$ cat src/rtl/sd_scan_ctrl.sv
`default_nettype none
// ============================================================================
//  Module      : sd_scan_ctrl
//  Description : Sequencer and decimating front end for a bank of NUM
//                sigma-delta modulators. Holds the modulators in clear,
//                releases them, discards SETTLE clocks, counts ones per
//                channel over OSR clocks, then streams the per-channel
//                results out one channel at a time (valid/ready). The result
//                bank is double-buffered against the live counters, so in
//                continuous mode a new window integrates while the previous
//                one drains.
//  Ports       : clock, aclr_n        clock / async active-low reset
//                start, cont, abort   acquisition control
//                sd_in[NUM]           modulator bitstreams
//                mod_clr              clear to the modulator bank
//                busy                 acquisition active or results pending
//                res_valid/res_ready  result stream handshake
//                res_ch/res_data      channel index and ones count
//                res_code             signed 2*res_data - OSR
//                res_last             last channel of the bank presented
//                overrun              sticky: window lost to a busy drain
//  Revision    : 1.0  initial release
// ============================================================================
module sd_scan_ctrl #(
    parameter  int NUM    = 16,
    parameter  int OSR    = 256,
    parameter  int SETTLE = 4,
    localparam int CW     = $clog2(OSR + 1),
    localparam int c_chw  = (NUM > 1) ? $clog2(NUM) : 1
) (
    input  logic             clock,
    input  logic             aclr_n,
    input  logic             start,
    input  logic             cont,
    input  logic             abort,
    input  logic [NUM-1:0]   sd_in,
    output logic             mod_clr,
    output logic             busy,
    output logic             res_valid,
    input  logic             res_ready,
    output logic [c_chw-1:0] res_ch,
    output logic [CW-1:0]    res_data,
    output logic [CW:0]      res_code,
    output logic             res_last,
    output logic             overrun
);

    localparam int               c_sw          = (SETTLE > 1) ? $clog2(SETTLE) : 1;
    localparam logic [c_sw-1:0]  c_settle_last = c_sw'(SETTLE - 1);
    localparam logic [CW-1:0]    c_integ_last  = CW'(OSR - 1);
    localparam logic [c_chw-1:0] c_ch_last     = c_chw'(NUM - 1);
    localparam logic [CW:0]      c_osr_code    = (CW + 1)'(OSR);

    typedef enum logic [1:0] {
        ST_IDLE   = 2'd0,
        ST_SETTLE = 2'd1,
        ST_INTEG  = 2'd2
    } acq_t;

    typedef enum logic {
        ST_DIDLE = 1'b0,
        ST_DRAIN = 1'b1
    } drn_t;

    acq_t             r_acq;
    drn_t             r_drn;
    logic [c_sw-1:0]  r_scnt;
    logic [CW-1:0]    r_icnt;
    logic [CW-1:0]    r_cnt  [NUM];
    logic [CW-1:0]    r_bank [NUM];
    logic             r_mod_clr;
    logic             r_overrun;
    logic             r_valid;
    logic [c_chw-1:0] r_ch;

    logic             w_win_end;
    logic             w_load;

    // An abort in the window-end cycle cancels the window entirely, so it
    // neither loads the bank nor counts as an overrun.
    assign w_win_end = (r_acq == ST_INTEG) && (r_icnt == c_integ_last) && !abort;
    // The bank is only free once the previous results have fully drained.
    assign w_load    = w_win_end && (r_drn == ST_DIDLE);

    // ------------------------------------------------------------------
    // Acquisition sequencer: IDLE -> SETTLE -> INTEG (-> INTEG ...)
    // ------------------------------------------------------------------
    always_ff @(posedge clock or negedge aclr_n) begin
        if (!aclr_n) begin
            r_acq     <= ST_IDLE;
            r_scnt    <= '0;
            r_icnt    <= '0;
            r_mod_clr <= 1'b1;
            r_overrun <= 1'b0;
            for (int i = 0; i < NUM; i++) begin
                r_cnt[i]  <= '0;
                r_bank[i] <= '0;
            end
        end else begin
            case (r_acq)
                ST_IDLE: begin
                    if (start && !abort) begin
                        r_acq     <= ST_SETTLE;
                        r_scnt    <= '0;
                        r_mod_clr <= 1'b0;
                        r_overrun <= 1'b0;
                    end
                end

                ST_SETTLE: begin
                    if (abort) begin
                        r_acq     <= ST_IDLE;
                        r_mod_clr <= 1'b1;
                        for (int i = 0; i < NUM; i++) r_cnt[i] <= '0;
                    end else if (r_scnt == c_settle_last) begin
                        r_acq  <= ST_INTEG;
                        r_icnt <= '0;
                    end else begin
                        r_scnt <= r_scnt + c_sw'(1);
                    end
                end

                ST_INTEG: begin
                    if (abort) begin
                        r_acq     <= ST_IDLE;
                        r_icnt    <= '0;
                        r_mod_clr <= 1'b1;
                        for (int i = 0; i < NUM; i++) r_cnt[i] <= '0;
                    end else begin
                        // The final sample is folded straight into the bank so
                        // the counters can restart with no gap cycle.
                        for (int i = 0; i < NUM; i++) begin
                            if (w_win_end)
                                r_cnt[i] <= '0;
                            else
                                r_cnt[i] <= r_cnt[i] + CW'(sd_in[i]);
                            if (w_load)
                                r_bank[i] <= r_cnt[i] + CW'(sd_in[i]);
                        end
                        if (w_win_end) begin
                            r_icnt <= '0;
                            if (!w_load)
                                r_overrun <= 1'b1;
                            if (!cont) begin
                                r_acq     <= ST_IDLE;
                                r_mod_clr <= 1'b1;
                            end
                        end else begin
                            r_icnt <= r_icnt + CW'(1);
                        end
                    end
                end

                default: begin
                    r_acq     <= ST_IDLE;
                    r_mod_clr <= 1'b1;
                end
            endcase
        end
    end

    // ------------------------------------------------------------------
    // Drain sequencer: walks the bank out one channel per handshake
    // ------------------------------------------------------------------
    always_ff @(posedge clock or negedge aclr_n) begin
        if (!aclr_n) begin
            r_drn   <= ST_DIDLE;
            r_valid <= 1'b0;
            r_ch    <= '0;
        end else begin
            case (r_drn)
                ST_DIDLE: begin
                    if (w_load) begin
                        r_drn   <= ST_DRAIN;
                        r_valid <= 1'b1;
                        r_ch    <= '0;
                    end
                end

                ST_DRAIN: begin
                    if (res_ready) begin
                        if (r_ch == c_ch_last) begin
                            r_drn   <= ST_DIDLE;
                            r_valid <= 1'b0;
                            r_ch    <= '0;
                        end else begin
                            r_ch <= r_ch + c_chw'(1);
                        end
                    end
                end

                default: begin
                    r_drn   <= ST_DIDLE;
                    r_valid <= 1'b0;
                    r_ch    <= '0;
                end
            endcase
        end
    end

    // ------------------------------------------------------------------
    // Outputs
    // ------------------------------------------------------------------
    assign mod_clr   = r_mod_clr;
    assign overrun   = r_overrun;
    assign res_valid = r_valid;
    assign res_ch    = r_ch;
    assign res_data  = r_bank[r_ch];
    // 2*count - OSR; modulo CW+1 bits this is exact because the true value
    // always lies in -OSR..+OSR, which fits the signed CW+1 range.
    assign res_code  = {res_data, 1'b0} - c_osr_code;
    assign res_last  = r_valid && (r_ch == c_ch_last);
    assign busy      = (r_acq != ST_IDLE) || r_valid;

endmodule
`default_nettype wire

$ cat config.mk
export PLATFORM = sky130hd
export DESIGN_NAME = sd_scan_ctrl
export DESIGN_NICKNAME = d
export VERILOG_FILES = /design/src/rtl/sd_scan_ctrl.sv
export SDC_FILE = /design/constraint.sdc
export NUM_CORES = 1
export LEC_CHECK = 0
export ABC_AREA = 1
export CORE_ASPECT_RATIO = 1.2
export CORE_MARGIN = 2
export CORE_UTILIZATION = 30
export CTS_CLUSTER_SIZE = 24
export DETAILED_ROUTE_END_ITERATION = 8
export PLACE_DENSITY = 0.5
export SETUP_SLACK_MARGIN = 0.1
export SLEW_MARGIN = 30
export SYNTH_ARGS = -nofsm -noshare
export SYNTH_HDL_FRONTEND = slang
export SYNTH_SLANG_ARGS = --single-unit
$ cat constraint.sdc
create_clock -name clock -period 2.6 [get_ports clock]
set_input_delay 0.39 -clock clock [delete_from_list [all_inputs] [get_ports clock]]
set_output_delay 0.39 -clock clock [all_outputs]
set_load 0.01 [all_outputs]
After elaboration in Yosys (flattened, before gate mapping)
Cells that the tools add are included.

word-level totals
  bits in registers = 309
  input port bits = 22
  logic and storage cells = 164

operators by class
  add/sub/neg operators = 20
  order comparisons = 1
  equal/unequal tests = 19
  muxes and demuxes = 60
  bitwise operators = 3
  reduce and logical (&&, ||, !) cells = 21

operator list
  kind                                                                   count
  144-bit 2-to-1 mux                                                     2
  144-bit one-hot mux with 2 select lines                                1
  9-bit 2-to-1 mux                                                       22
  9-bit by 1-bit adder with 9-bit output                                 16
  9-bit binary-select mux with 4-bit select                              1
  2-bit inequality test (second input constant)                          10
  2-bit 2-to-1 mux                                                       9
  9-bit one-hot mux with 2 select lines                                  1
  1-bit 2-to-1 mux                                                       14
  4-bit 2-to-1 mux                                                       3
  4-bit AND reduction                                                    3
  10-bit by 9-bit subtractor with 10-bit output (second input constant)  1
  9-bit by 1-bit adder with 9-bit output (second input constant)         1
  9-bit by 8-bit == test with 1-bit output (second input constant)       1
  3-bit inequality test (second input constant)                          3
  3-bit AND reduction                                                    3
  4-bit one-hot mux with 2 select lines                                  1
  2-bit nonzero test                                                     4
  1-bit one-hot mux with 2 select lines                                  3
  2-bit one-hot mux with 3 select lines                                  1
  5-bit >= comparator (second input constant)                            1
  1-bit logical AND                                                      5
  4-bit inverter with 5-bit output                                       1
  5-bit AND reduction                                                    1
  other kinds (13)                                                       16

Logic depth before layout (Yosys ltp)
Gate-level depths: netlist (run 1).

  depth after elaboration = 8
  gate-level depth with buffers = 11

Least setup slack after synthesis (run 1)
Ideal clock, no wire load.

  path type = flip-flop to output port
  start point = register r_ch[0] (netlist: res_ch[0])
  end point = output port res_data[4]
  arrival time = 1.581 ns
  data required time = 2.210 ns
  slack = 0.629 ns
  cell stages (with the launch flop) = 9
  path buffers = 3
  cell sequence = dfrtp_1 > clkinv_1 > buf_2 > buf_2 > o21ai_0 > nand3_1 > nand4_1 > nand2_1 > buf_4

between the ends
  cells in the longest elaborated chain, start to end = 4

ends and longest elaborated chain
  what                                                    RTL line  text
  start, declared                                         74        logic [c_chw-1:0] r_ch;
  start signal, assigned                                  187       r_ch <= r_ch + c_chw'(1);
  4-bit inverter with 5-bit output (not written as such)  208       assign res_data = r_bank[r_ch];
  9-bit binary-select mux with 4-bit select               208
  9-bit 2-to-1 mux (not written as such) (2 in a row)     208
  end, declared                                           42        output logic [CW-1:0] res_data,

Every way passes these cells. The select of a mux whose other input is x is not followed.

Worst setup path after layout (run 1)
  start point = register r_ch[0] (netlist: res_ch[0])
  end point = output port res_code[7]

between the ends
  cells in the longest elaborated chain, start to end = 5

ends and longest elaborated chain
  what                                                    RTL line  text
  4-bit inverter with 5-bit output (not written as such)  208
  9-bit binary-select mux with 4-bit select               208
  9-bit 2-to-1 mux (not written as such) (2 in a row)     208
  10-bit by 9-bit subtractor with 10-bit output           211       assign res_code = {res_data, 1'b0} - c_osr_code;
  end, declared                                           43        output logic [CW:0] res_code,

Every way passes these cells. The select of a mux whose other input is x is not followed.

==> results of run 1 <==
metal layers:
| metal | track usage [%] | share of wire [%] |
|---|---|---|
| met1 | 22.17 | 47 |
| met2 | 27.55 | 47 |
| met3 | 2.771 | 3.8 |
| met4 | 4.612 | 2.2 |
| met5 | 0 | 0 |
repair_timing:
action	in CTS	in global routing
gates resized for setup	95	45
hold buffers	1	0
endpoints found under the setup margin	19	18
pin swaps	20	16
cloned	2	3
buffers inserted	5	5
hold endpoints to repair	37	0
state kept, by name (all words and copies together), names as in the netlist:
register and count:
r_bank 144, r_cnt 144, r_icnt 9, res_ch 4
r_acq 2, r_scnt 2, mod_clr 1, overrun 1
r_drn 1, res_valid 1
layout by cell type, fill, tap and decap left out, drive strengths merged, types with 2 or more instances in the layout:
master,instances
bufinv,5
clkinv,8
nor2,75
or2,13
dfrtp,308
nor3,17
nand3b,4
nand3,200
ha,36
clkbuf,57
nand4,37
a21oi,25
o31ai,3
o22ai,33
o211ai,16
o21ai,228
nand2,430
a32o,2
inv,178
xor2,60
buf,68
a22o,35
clkdlybuf4s50,28
xnor2,4
worst paths after layout:
check / end / slack (ps)
setup / recovery: res_code[7] / -40
hold / removal: r_bank[117] / 360
setup reg to reg: r_cnt[97] / 310
hold reg to reg: r_bank[137] / 490
max in group asynchronous: r_bank[59] / 1370
min in group clock: r_bank[137] / 490
cell families (layout without fill, tap and decap cells):
group                      Yosys count  in the layout
and+or+nand+nor                    777            777
xor gates and xnor gates            64             64
DFF                                309            309
other                                1              1
adders and majority gates           36             36
AOI/OAI and AO/OA                  344            344
buffers and inverters              270            346
report_power, final:
| part | total [mW] | internal, mW | leakage (nW) | switching, mW |
|---|---|---|---|---|
| Sequential | 5.11 | 4.95 | 4.03 | 0.159 |
| Combinational | 4.11 | 1.72 | 3.63 | 2.39 |
| Clock | 5.46 | 3.38 | 0.626 | 2.08 |
| Total | 14.7 | 10.1 | 8.29 | 4.63 |
metrics by stage:
stage	hold slack [ps]	worst slack, ps	TNS (ps)	area, sq um
after global routing	376.3	-164.0	-1082	18050
after global placement	320.1	166.9	0	16450
after floorplan	94.41	629.0	0	15180
final	355.6	-38.65	-95.01	18050
after detailed placement	320.5	161.9	0	16450
after CTS	353.7	-68.58	-492.2	17870
layout make-up:
class / instances / area, sq um
Tap cell: 644 / 805.8
Clock buffer: 53 / 1079
Timing Repair Buffer: 102 / 1161
Multi-Input combinational cell: 1222 / 6394
Clock inverter: 12 / 192.7
Sequential cell: 309 / 7739
Fill cell: 5156 / 32060
Inverter: 179 / 684.4
==> run_results.csv, run 1 <==
group,metric,value,unit
clock_network,cts_tree,"done",
timing,fmax,379.0,MHz
floorplan,ioPinCount,50,
synthesis,syn-cell-area,15180,sq um
synthesis,ys_ff_latch,309,
clock_network,clk_pin_slew_worst_paths,60,ps
synthesis,yosysMostFrequentCell,"nand2_1",
setup_path,worstReg2RegStart,"r_icnt[0]",
timing,setup_violations,6,
setup_path,path_delay_family,"flip-flops",
floorplan,placementRows,90,
power_and_ir_drop,p_per_area,813.4,nW/um^2
clock_network,clock-sinks,309,
power_and_ir_drop,cellLeakagePower,8.285,nW
route,drt_iter0_drc,757,
synthesis,yosys-top-cells-count,"nand2_1, dfrtp_1, o21ai_0",
power_and_ir_drop,power.total,14.69,mW
global_route,grt_max_degree,99,
synthesis,synth_xor_area_share,3.694,%
setup_path,slowest_delay,590,ps
timing,drv_slew,0,
setup_path,crit_type,"reg -> out",
job,timing.max_cap.violations,0,
synthesis,ys_warn_count,0,
setup_path,cp-startpoint,"res_ch[0]",
setup_path,cp_data_arrival_time,2250,ps
route,drtPass1Iterations,5,
route,drc_errors,0,
synthesis,synthArstFlopShare,100.0,%
synthesis,avgSynthCellArea,8.426,sq um
synthesis,synth_top_family_by_area,"simple AND/OR/NAND/NOR gates",
synthesis,synth_edf_count,0,
route,ant_nets,0,
synthesis,syn-num-nets,1859,
setup_path,start_kind,"flip-flop",
route,wl_per_cell,16.84,microns
layout,num_antenna_cells,0,
setup_path,cp_common_cell,"buf_6",
layout,finalNetCount,1909,
synthesis,synthSimpleGateAreaFrac,22.11,%
setup_path,required,2210,ps
floorplan,design.core.area,50110,sq um
timing,slew-limit-headroom,50.19,%
placed_design,gp_congestion,0.8351,
timing,setup_ws,-38.65,ps
synthesis,synth_area_leaders,"dfrtp_1, nand2_1, o21ai_0",
floorplan,die_width,209.3,microns
setup_path,path_buf_inv,4,
min_path,hold_class,"in -> async",
timing,min_period,2639,ps
setup_path,crit_cells,7,
placed_design,dpl.cell_count,2440,
layout,final_layout_size_suffix_gt1_share,9.536,%
synthesis,synth_compound_area_share,12.89,%
setup_path,r2r_cells,10,
layout,area_growth,18.97,%
timing,clock-skew-final,21.77,ps
synthesis,ys.flop_type,"dfrtp_1",
setup_path,path_max_fanout,16,
outcome,outcome,"complete, but fails checks",
synthesis,synthAdderAreaFrac,2.968,%
timing,rsz0062_at_grt,"true",
global_route,antenna_found_initial,0,
clock_network,cts_root_buf,"clkbuf_16",
timing,hold_viol_final,0,
setup_path,slowest_stage,"dfrtp_4",
power_and_ir_drop,ir_worst_vdd,0.6445,mV
synthesis,synthDistinctLibCells,35,
floorplan,fp.dieArea,52410,sq um
floorplan,die_h,250.4,microns
outcome,violations,"negative setup slack",
global_route,grt_pass1_vias,12700,
placed_design,dp_hpwl,28740,microns
clock_network,numCtsBuffers,37,
synthesis,synth-seq-area-share,50.96,%
synthesis,synth_top_area_share,50.79,%
timing,fin_crit_sh,101.5,%
layout,final_util,36.03,%
clock_network,cts_buffer_depth,3,
setup_path,crit_chain,"buf_6, buf_16, o211ai_1, nand4_1, nand2_2, buf_6, buf_6",
synthesis,synth.area.mux_share,0,%
synthesis,yosysTopAreaCell,"dfrtp_1",
timing,tightest_slew,747.1,ps
layout,fin_cells,2521,
global_route,grt_pass1_wl,69300,microns
global_route,gr-total-overflow,0,
clock_network,insertion_delay,530,ps
route,viasPerCell,4.962,
setup_path,worst_setup_path_end_kind,"output port",
floorplan,initial_core_util,30.28,%
global_route,grt.total_usage,16.54,%
clock_network,htree_levels,2,
route,num_vias,12510,
placed_design,port_buffers,48,
synthesis,synthCells,1801,
route,wl,42460,microns
Power figures use the tool's default switching activity.
==> run 2, diff against run 1 <==
- CORE_MARGIN: 2 -> 4
==> run 2 against run 1 <==
Effect of this change: the flow still finishes with violations (negative setup slack); setup slack better by 35 ps; non-clock buffer count is 1 higher; fmax is 1.4% higher; sequential share of layout area is 0.15 points lower; worst hold slack better by 53 ps; clock skew is 2.0 ps higher; first-iteration DRC count is 3.0% lower; die area is 3.5% higher; global-route usage is 0.65 points lower; critical endpoint is now res_code[3]; largest power group is now registers.
==> run_results.csv, run 2 (synthesis results as in run 1) <==
group,metric,value,unit
outcome,outcome,"complete, but fails checks",
outcome,violations,"negative setup slack",
global_route,grt_pass1_vias,12610,
power_and_ir_drop,p_per_area,793.6,nW/um^2
setup_path,r2r_slack,330,ps
route,drc_errors,0,
timing,fin_crit_sh,100.1,%
setup_path,path_max_fanout,8,
clock_network,clk_pin_slew_worst_paths,60,ps
global_route,grt_pass1_wl,69270,microns
timing,drv_slew,0,
floorplan,placementRows,90,
clock_network,clock-sinks,309,
clock_network,cts_root_buf,"clkbuf_16",
timing,clock-skew-final,23.76,ps
timing,min_period,2603,ps
setup_path,r2r_cells,9,
floorplan,fp.dieArea,54260,sq um
placed_design,dp_hpwl,27950,microns
placed_design,port_buffers,48,
route,wl_per_cell,17.07,microns
layout,num_antenna_cells,0,
route,wl,43060,microns
min_path,hold_class,"in -> async",
setup_path,cp_data_arrival_time,2210,ps
placed_design,gp_congestion,0.8119,
floorplan,design.core.area,50220,sq um
clock_network,htree_levels,2,
layout,final_layout_size_suffix_gt1_share,10.38,%
layout,final_util,36.08,%
timing,tightest_slew,540.8,ps
global_route,gr-total-overflow,0,
timing,setup_ws,-3.330,ps
global_route,grt.total_usage,15.89,%
route,viasPerCell,4.942,
setup_path,crit_type,"reg -> out",
clock_network,numCtsBuffers,37,
clock_network,insertion_delay,550,ps
floorplan,die_width,213.3,microns
timing,slew-limit-headroom,63.94,%
layout,largestRegisters,"r_bank (144), r_cnt (144), r_icnt (9)",
timing,hold_viol_final,0,
timing,worst_hold_slack,408.5,ps
layout,area_growth,19.40,%
timing,setup_violations,2,
floorplan,die_h,254.4,microns
power_and_ir_drop,ir_worst_vdd,0.5980,mV
clock_network,cts_tree,"done",
route,drtPass1Iterations,5,
setup_path,r2r_end,"r_bank[114]",
job,timing.max_cap.violations,0,
setup_path,worstReg2RegStart,"r_icnt[0]",
power_and_ir_drop,cellLeakagePower,8.297,nW
setup_path,required,2210,ps
setup_path,cp-startpoint,"res_ch[0]",
global_route,antenna_found_initial,0,
route,drt_iter0_drc,734,
layout,final_common_cell,"nand2_1",
timing,fmax,384.1,MHz
clock_network,cts_buffer_depth,3,
global_route,grt_max_degree,81,
route,ant_nets,0,
layout,final_cell_mix,"nand2_1, dfrtp_1, nand3_1",
floorplan,initial_core_util,30.22,%
floorplan,ioPinCount,50,
timing,rsz0062_at_grt,"true",
setup_path,worst_setup_path_end_kind,"output port",
setup_path,start_kind,"flip-flop",
route,num_vias,12460,
layout,finalNetCount,1910,
layout,n_fill_cell,5200,
run 2: power breakdown:
group | leakage (nW) | switching [mW] | internal (mW)
Combinational | 3.69 | 2.49 | 1.72
Sequential | 4.03 | 0.160 | 4.95
Clock | 0.574 | 2.07 | 3.00
Total | 8.30 | 4.71 | 9.67
run 2: how the worst max path moves through the flow:
stage                     depth (start not counted)     endpoint
final                                             7  res_code[3]
after global placement                            5  res_data[2]
after detailed placement                          5  res_code[3]
after CTS                                         7  res_data[5]
after floorplan                                   8  res_data[4]
after global routing                              7  res_data[5]
run 2: layout make-up:
cell class	count	area (sq um)	area share [%]
clock buffer	55	1054	5.814
clock inverter	10	107.6	0.5938
inverter	179	684.4	3.777
multi-input combinational	1222	6474	35.73
sequential	309	7739	42.71
tap	644	805.8	4.447
timing repair buffer	103	1256	6.933
run 2: worst max-delay path, cell delays in order (launching register included):
cell and delay, ps:
dfrtp_4 540, buf_12 170, buf_16 140, a21oi_1 60
o21ai_1 140, nand4_1 280, nand2_2 180, buf_2 140
run 2: per-layer routing:
metal,wire (microns),GRT usage (%),vias to the layer above
met3,1832,2.854,71
met5,0,0,-
met1,20450,22.35,6032
li1,-,-,6111
met2,19870,25.53,250
met4,908,4.024,0
run 2: per-stage QoR:
stage	worst slack [ps]	TNS, ps	power [mW]	cell area [sq um]	std cells
2_1_floorplan	629.0	0	7.056	15180	1801
3_3_place_gp	124.9	0	8.719	16510	2442
3_5_place_dp	138.4	0	8.739	16510	2442
4_1_cts	-15.90	-57.60	14.53	18020	2521
5_1_grt	-88.27	-722.1	15.11	18120	2522
6_report	-3.330	-5.788	14.38	18120	2522
run 2: timing repair:
action | CTS | global route
hold buffers | 1 | 0
endpoints found under the setup margin | 19 | 68
endpoints found under the hold margin | 46 | 0
gates resized for setup | 146 | 19
buffers inserted | 6 | 0
gates cloned | 7 | 2
pin swaps | 33 | 14
==> run 3, diff against run 2 <==
- CORE_ASPECT_RATIO: 1.2 -> 1.1
- CORE_UTILIZATION: 30 -> 55
- PLACE_DENSITY: 0.5 -> 0.78
==> run 3 against run 2 <==
Effect of this change: the flow now finishes without violations; worst hold slack better by 37 ps; power increased by 0.38%; cell area fell by 2.9%; non-clock buffer count decreased by 8; final cell count down 12%; global-route usage increased by 9.8 points; critical path type unchanged.
==> run_results.csv, run 3 (synthesis results as in run 1) <==
group,metric,value,unit
clock_network,clock-sinks,309,
placed_design,gp_congestion,0.9304,
setup_path,cp_common_cell,"nand2_2",
floorplan,initial_core_util,55.97,%
setup_path,crit_type,"reg -> out",
power_and_ir_drop,power.switching,4.575,mW
setup_path,path_max_fanout,8,
power_and_ir_drop,cellInternalPower,9.860,mW
floorplan,die_width,166.4,microns
power_and_ir_drop,p_per_area,820.4,nW/um^2
global_route,grt_max_degree,145,
job,timing.max_cap.violations,0,
route,wl_per_cell,17.86,microns
setup_path,worstReg2RegStart,"r_icnt[0]",
floorplan,design.core.area,27120,sq um
power_and_ir_drop,switching_share,31.69,%
clock_network,insertion_delay,510,ps
power_and_ir_drop,seqPwrFrac,35.3,%
setup_path,slowest_delay,560,ps
timing,slew-limit-headroom,53.29,%
clock_network,htree_levels,2,
power_and_ir_drop,power.total,14.43,mW
floorplan,fp.dieArea,30320,sq um
power_and_ir_drop,cellLeakagePower,8.239,nW
timing,setup_violations,0,
timing,tns,0,ps
setup_path,cp-startpoint,"res_ch[0]",
global_route,grt_pass1_vias,12940,
timing,fin_crit_sh,99.25,%
route,viasPerCell,5.876,
power_and_ir_drop,p_clk_share,35.5,%
layout,finalNetCount,1899,
setup_path,start_kind,"flip-flop",
layout,largestRegisters,"r_bank (144), r_cnt (144), r_icnt (9)",
layout,fin_cells,2222,
route,drtPass1Iterations,6,
timing,setup_ws,19.62,ps
setup_path,r2r_slack,340,ps
setup_path,cp_data_arrival_time,2190,ps
global_route,antenna_found_initial,0,
timing,fmax,387.5,MHz
floorplan,die_h,182.2,microns
layout,final_layout_size_suffix_gt1_share,9.491,%
setup_path,crit_chain,"clkinv_4, buf_12, buf_8, nand2_1, nand3_1, nand3_1, nand2_1, nand2_2, inv_2, nand2_2, nand2_2, buf_6",
route,drc_errors,0,
clock_network,cts_tree,"done",
setup_path,worst_setup_path_end_kind,"output port",
timing,clock-skew-final,20.85,ps
layout,area_growth,15.94,%
outcome,outcome,"complete, no violations",
layout,final_util,64.89,%
timing,rsz0062_at_grt,"true",
setup_path,slowest_stage,"dfrtp_4",
clock_network,cts_buffer_depth,3,
min_path,hold_class,"in -> async",
global_route,grt_pass1_wl,64830,microns
global_route,grt.total_usage,25.70,%
layout,final_common_cell,"nand2_1",
timing,min_period,2580,ps
global_route,gr-total-overflow,0,
setup_path,path_buf_inv,5,
timing,drv_slew,0,
route,wl,39690,microns
clock_network,numCtsBuffers,34,
placed_design,dpl.cell_count,2148,
placed_design,port_buffers,48,
placed_design,dp_hpwl,25660,microns
clock_network,cts_root_buf,"clkbuf_16",
floorplan,ioPinCount,50,
clock_network,clk_pin_slew_worst_paths,60,ps
floorplan,placementRows,63,
setup_path,required,2210,ps
layout,n_fill_cell,2192,
layout,final_cell_mix,"nand2_1, dfrtp_1, o21ai_0",
timing,tightest_slew,695.3,ps
timing,hold_viol_final,0,
route,num_vias,13060,
timing,worst_hold_slack,445.6,ps
route,drt_iter0_drc,1264,
placed_design,dp_slack,205.0,ps
placed_design,placed_cell_area,16090,sq um
route,ant_nets,0,
power_and_ir_drop,pwr-share-comb,29.2,%
power_and_ir_drop,ir_worst_vdd,0.7058,mV
layout,num_antenna_cells,0,
layout,design_area,17590,sq um
setup_path,path_delay_family,"buffers and inverters",
==> run 3: layout make-up <==
class	count	area (sq um)	share of cell area (%)
flip-flops and latches	309	7739	43.98
multi-input cells	1222	6426	36.52
repair buffers	95	1104	6.272
clock buffers	48	994.7	5.654
inverters	179	681.9	3.876
well taps	357	446.7	2.539
clock inverters	12	202.7	1.152
==> run 3: repair_timing <==
| item | in CTS | in global routing |
|---|---|---|
| cloned | 3 | 4 |
| gates resized for setup | 95 | 48 |
| pin swaps | 16 | 29 |
| endpoints found under the hold margin | 65 | 0 |
| buffers inserted | 2 | 5 |
| endpoints found under the setup margin | 19 | 19 |
| hold buffers | 1 | 0 |
==> run 3: power by group through the flow <==
| stage | clock [mW] | combinational, mW | sequential, mW |
|---|---|---|---|
| floorplan | 0 | 1.92 | 5.14 |
| global placement | 0 | 3.50 | 5.14 |
| detailed placement | 0 | 3.54 | 5.15 |
| CTS | 5.17 | 3.68 | 5.09 |
| global route | 5.39 | 4.48 | 5.11 |
| finish | 5.12 | 4.22 | 5.10 |
==> run 3: worst paths after layout <==
kind,cells past startpoint,end
worst max-delay path,12,res_code[9]
max in group asynchronous,3,r_cnt[72]
worst min-delay path,2,r_cnt[2]
worst min register to register,2,r_bank[65]
worst max register to register,9,r_bank[113]
min in group clock,2,r_bank[65]
==> run 3: metal layers <==
| layer | up-vias | GRT usage (%) | share of wire (%) |
|---|---|---|---|
| met5 | - | 0 | 0 |
| met4 | 0 | 10.25 | 4.0 |
| met3 | 114 | 3.964 | 6.4 |
| met2 | 497 | 42.75 | 48 |
| met1 | 6356 | 34.13 | 41 |
| li1 | 6090 | - | - |
==> RTL change 1, RTL diff (flow settings as in run 2) <==
One comparison of `r_icnt` changes from == to >=.
--- a/src/rtl/sd_scan_ctrl.sv
+++ b/src/rtl/sd_scan_ctrl.sv
@@ -78,7 +78,7 @@
 
     // An abort in the window-end cycle cancels the window entirely, so it
     // neither loads the bank nor counts as an overrun.
-    assign w_win_end = (r_acq == ST_INTEG) && (r_icnt == c_integ_last) && !abort;
+    assign w_win_end = (r_acq == ST_INTEG) && (r_icnt >= c_integ_last) && !abort;
     // The bank is only free once the previous results have fully drained.
     assign w_load    = w_win_end && (r_drn == ST_DIDLE);
 
Function: same outputs for any inputs over 4 cycles, from zero or initial values; that may be too few to reach the edited logic, so the function may still have changed.
==> RTL change 1 against run 2 <==
Area after synthesis is 0.14% higher; maximum frequency is 0.87% higher; critical path type unchanged; cell count is 1.1% lower; cell area is 0.17% lower; setup slack better by 0.022 ns; critical path depth is 5 higher; power is 0.71% higher; non-clock buffer count is 8 higher; sequential cell count stayed put; combinational power is 5.2% higher; first-iteration DRC count is 20% lower; wire length is 6.8% lower; highest routed layer unchanged; die area is 0.13% higher.
==> RTL change 1: results (changes against run 2) <==
| Metric | Value |
|---|---|
| Status | `finished, final reports clean (was complete, but fails checks)` |
| Worst IR drop on VDD | `0.398 mV (was 0.598 mV)` |
| Complex-gate fraction of the synthesized area | `13.3% (was 12.9%)` |
| CTS buffer count | `36 (was 37)` |
| Leak | `8.14 nW (was 8.30 nW)` |
| Relative slew slack | `52.1% (was 63.9%)` |
| M3 GR Usage | `1.81% (was 2.85%)` |
| Skew-Pair Late Insertion Delay | `0.53 ns (was 0.55 ns)` |
| Inverters | `233 (was 179)` |
| Met3 WL post-DR | `1030 um (was 1830 um)` |
| Multi-input logic area | `0.00616 mm2 (was 0.00647 mm2)` |
| Largest net degree at the start of global routing | `104 (was 81)` |
| Met1 WL | `18700 um (was 20500 um)` |
| Netlist cell types | `34 (was 35)` |
| Sequential element share of the synthesized area | `50.9% (was 51.0%)` |
| Number of fillers in the final layout | `5132 (was 5200)` |
| Detail Placement HPWL | `26700 um (was 28000 um)` |
| Ratio of cells with drive above 1 in the final layout | `10.5% (was 10.4%)` |
| Clock buf/inv share | `6.45% (was 6.41%)` |
| Commonest cells in the netlist | `nand2_1, dfrtp_1, inv_1 (was nand2_1, dfrtp_1, o21ai_0)` |
| Worst reg2reg path endpoint | `r_bank[143]$_DFFE_PN0P_ (was r_bank[114]$_DFFE_PN0P_)` |
| Mean post-synth cell area | `8.60 um2 (was 8.43 um2)` |
| CP startpoint | `res_ch[0]$_DFFE_PN0P_ (unchanged)` |
| Placed instance area | `0.0165 mm2 (about the same)` |
| Area contributors post-synth | `dfrtp_1, nand2_1, o21ai_0 (unchanged)` |
| Worst Clk Skew | `0.0158 ns (was 0.0238 ns)` |
| Total track usage | `14.8% (was 15.9%)` |
| Crit path max fanout | `7 (was 8)` |
| Post-Synth XOR/XNOR Area | `6.57% (was 3.69%)` |
| Register area | `0.00774 mm2 (about the same)` |
| Total number of vias | `11.7k (was 12.5k)` |
| GRT met2 Usage | `24.9% (was 25.5%)` |
| First-pass GRT wire length | `64700 um (was 69300 um)` |
| Crit path to | `res_code[9] (was res_code[3])` |
| GR Util met1 | `20.2% (was 22.3%)` |
| Final period util | `99.3% (was 100%)` |
| Layout non-clock buf frac | `7.35% (was 6.93%)` |
| Met2 routed WL | `19400 um (was 19900 um)` |
| Post-Synth Adder-Cell Area | `2.96% (was 2.97%)` |
| Synthesized net count | `1825 (was 1859)` |
| Clk_buf instances | `52 (was 55)` |
| Post-Place Setup Slack | `0.0668 ns (was 0.138 ns)` |
| Clk root buf | `clkbuf_16 (unchanged)` |
| Multi-input logic cell count | `1131 (was 1222)` |
| Buffers outside the clock class | `111 (was 103)` |
| Starting DRT DRC Count | `585 (was 734)` |
| Via density | `4.69 (was 4.94)` |
| Critical Path AT | `2.19 ns (was 2.21 ns)` |
| Resized cells post-CTS | `129 (was 146)` |
| Post-CTS Setup Bufs | `5 (was 6)` |
| Initial antenna violation count | `0 (unchanged)` |
| Placed Instances | `2410 (was 2442)` |
| # nets final | `1880 (was 1910)` |
| Gpl congestion | `0.808 (was 0.812)` |
| Die X | `213 um (about the same)` |
[RTL change 1: power breakdown]
group	switching (mW)	internal, mW
combinational	2.55	1.88
clock	2.03	2.95
sequential	0.129	4.95
total	4.70	9.78
[RTL change 1: worst max-delay path, stage by stage (launching register included)]
cell,delay (ns)
dfrtp_4,0.52
buf_8,0.16
clkbuf_16,0.15
nand2_1,0.05
nand3_1,0.08
nand2_1,0.06
nor2_2,0.14
nand2_1,0.09
nand2_2,0.13
inv_2,0.05
nand2_2,0.05
nand2_1,0.05
buf_2,0.13
[RTL change 1: stage by stage]
| stage | setup TNS (ns) | total power [mW] | hold slack (ns) | util [%] |
|---|---|---|---|---|
| final | 0 | 14.5 | 0.466 | 36.0 |
| after floorplan | 0 | 7.07 | 0.0944 | - |
| after detailed placement | 0 | 8.86 | 0.460 | 32.9 |
| after global placement | 0 | 8.84 | 0.457 | 32.9 |
| after CTS | -0.202 | 14.5 | 0.469 | 35.7 |
| after global routing | -0.544 | 15.2 | 0.499 | 36.0 |
==> RTL change 2, RTL diff (settings of run 2) <==
Without the edit above. The parameter `SETTLE` goes from 4 to 8.
--- a/src/rtl/sd_scan_ctrl.sv
+++ b/src/rtl/sd_scan_ctrl.sv
@@ -24,7 +24,7 @@
 module sd_scan_ctrl #(
     parameter  int NUM    = 16,
     parameter  int OSR    = 256,
-    parameter  int SETTLE = 4,
+    parameter  int SETTLE = 8,
     localparam int CW     = $clog2(OSR + 1),
     localparam int c_chw  = (NUM > 1) ? $clog2(NUM) : 1
 ) (
Formal check against the unedited RTL: no difference found for any inputs over 4 cycles, from zero or initial values; that may be too few to reach the edited logic, so the function may still have changed.
==> RTL change 2 against run 2 <==
The flow still finishes with violations (setup timing); setup slack lost 0.020 ns; clock power rose by 5.1%; count of clock-buffer cells in the layout down 5; synthesized cell count grew 0.44%; die area is 0.75% higher; combinational power shrank 7.1%; sequential cell count increased by 1; sequential power fell by 2%; cell area is 0.28% higher; area after synthesis increased by 0.78%; core utilization barely moved; power is 0.76% lower; wire length is essentially flat; critical endpoint is now res_code[4]; largest power group is now clock.
==> RTL change 2: results (changes against run 2) <==
| Metric | Value |
|---|---|
| First-pass GRT wire length | `68700 um (was 69300 um)` |
| CTS buffer count | `36 (was 37)` |
| Internal power | `9.92 mW (was 9.67 mW)` |
| Synthesized net count | `1868 (was 1859)` |
| Crit path max fanout | `13 (was 8)` |
| GRT met2 Usage | `26.3% (was 25.5%)` |
| Comb. pwr | `3.90 mW (was 4.20 mW)` |
| Skew-Pair Late Insertion Delay | `0.52 ns (was 0.55 ns)` |
| Clk_buf instances | `50 (was 55)` |
| GR Util met1 | `20.3% (was 22.3%)` |
| Post-Synth XOR/XNOR Area | `3.67% (was 3.69%)` |
| Largest net degree at the start of global routing | `152 (was 81)` |
| Failing checks | `setup timing (unchanged)` |
| FF-to-FF setup slack | `0.38 ns (was 0.33 ns)` |
| Post-Layout Cell Count | `2530 (was 2522)` |
| P_sw | `4.35 mW (was 4.71 mW)` |
| Leak | `8.38 nW (was 8.30 nW)` |
| Buffers outside the clock class | `110 (was 103)` |
| Worst Clk Skew | `0.0113 ns (was 0.0238 ns)` |
| Part of the power in registers | `35.3% (was 35.5%)` |
| Starting DRT DRC Count | `899 (was 734)` |
| M3 GR Usage | `2.09% (was 2.85%)` |
| Worst Tran Pin Value | `0.658 ns (was 0.541 ns)` |
| Sequential element share of the synthesized area | `50.7% (was 51.0%)` |
| Worst IR drop on VDD | `0.402 mV (was 0.598 mV)` |
| Met3 WL post-DR | `1380 um (was 1830 um)` |
| Total track usage | `15.4% (was 15.9%)` |
| Post-route setup slack | `-0.0233 ns (was -0.00333 ns)` |
| Netlist cell types | `37 (was 35)` |
| Status | `complete, but fails checks (unchanged)` |
| Ratio of cells with drive above 1 in the final layout | `9.92% (was 10.4%)` |
| Placed Instances | `2444 (was 2442)` |
| Post-synthesis cell count | `1809 (was 1801)` |
| # setup viols final | `1 (was 2)` |
| Multi-input logic cell count | `1217 (was 1222)` |
| Multi-input logic area | `0.00641 mm2 (was 0.00647 mm2)` |
| Seq Cell Count | `310 (was 309)` |
| Register area | `0.00776 mm2 (was 0.00774 mm2)` |
| Complex-gate fraction of the synthesized area | `12.9% (about the same)` |
| Crit path to | `res_code[4] (was res_code[3])` |
| Vias in the first global route | `12.4k (was 12.6k)` |
| Met1 WL | `19400 um (was 20500 um)` |
| Final wirelength | `43100 um (about the same)` |
| Clock buf/inv share | `6.77% (was 6.41%)` |
| Met2 routed WL | `21000 um (was 19900 um)` |
| Worst reg2reg path endpoint | `r_bank[104]$_DFFE_PN0P_ (was r_bank[114]$_DFFE_PN0P_)` |
| Commonest cells in the netlist | `nand2_1, dfrtp_1, o21ai_0 (unchanged)` |
| Area contributors post-synth | `dfrtp_1, nand2_1, o21ai_0 (unchanged)` |
| Layout non-clock buf frac | `6.87% (was 6.93%)` |
| Inverters | `187 (was 179)` |
| Post-route setup TNS | `-0.0233 ns (was -0.00579 ns)` |
| Critical Path AT | `2.23 ns (was 2.21 ns)` |
| Gpl congestion | `0.859 (was 0.812)` |
[RTL change 2: cell count changes after synthesis, moves of 3 or more]
cell      change
buf_2         -4
buf_6         +6
inv_1        +10
nand2_1       -5
nand3b_1      -3
nand4_1       +4
o211ai_1      +3
o21ai_0       +8
o21ai_1      -12
[RTL change 2: cell families (layout without fill, tap and decap cells)]
family / count (synthesis) / after routing
simple gates: 770 / 770
compound gates: 345 / 345
flops: 310 / 310
buf+inv: 282 / 359
xor+xnor: 64 / 64
fa+ha+maj: 37 / 37
other cells: 1 / 1
[RTL change 2: metrics by stage]
stage               cell area [um2]  hold WS, ns  setup slack (ns)
floorplan                     15300       0.0944             0.651
global placement              16600        0.418             0.175
detailed placement            16600        0.420             0.133
CTS                           18100        0.453           -0.0487
global route                  18200        0.504           -0.0689
finish                        18200        0.445           -0.0233
[RTL change 2: what timing repair did]
action / CTS / global route
hold endpoints to repair: 59 / 0
setup endpoints to repair: 19 / 20
cloned: 4 / 3
gates resized for setup: 110 / 35
hold buffers: 1 / 0
pin swaps: 20 / 26
buffers inserted: 13 / 6
[RTL change 2: critical path, stage by stage, from the launching register on]
cell and delay [ns]:
dfrtp_4 0.56, buf_4 0.18, clkbuf_16 0.17, o21ai_1 0.15, nand3_1 0.10, nand4_1 0.18, nand2_2 0.12, buf_6 0.13
buf_6 0.11
[RTL change 2: worst min-delay path by stage]
stage	slack, ns	from	to
floorplan	0.09	aclr_n	overrun$_DFFE_PN0P_
global route	0.50	aclr_n	r_bank[123]$_DFFE_PN0P_
CTS	0.45	aclr_n	r_cnt[121]$_DFFE_PN0P_
global placement	0.42	aclr_n	r_cnt[121]$_DFFE_PN0P_
finish	0.44	aclr_n	r_cnt[124]$_DFFE_PN0P_
detailed placement	0.42	aclr_n	r_cnt[124]$_DFFE_PN0P_
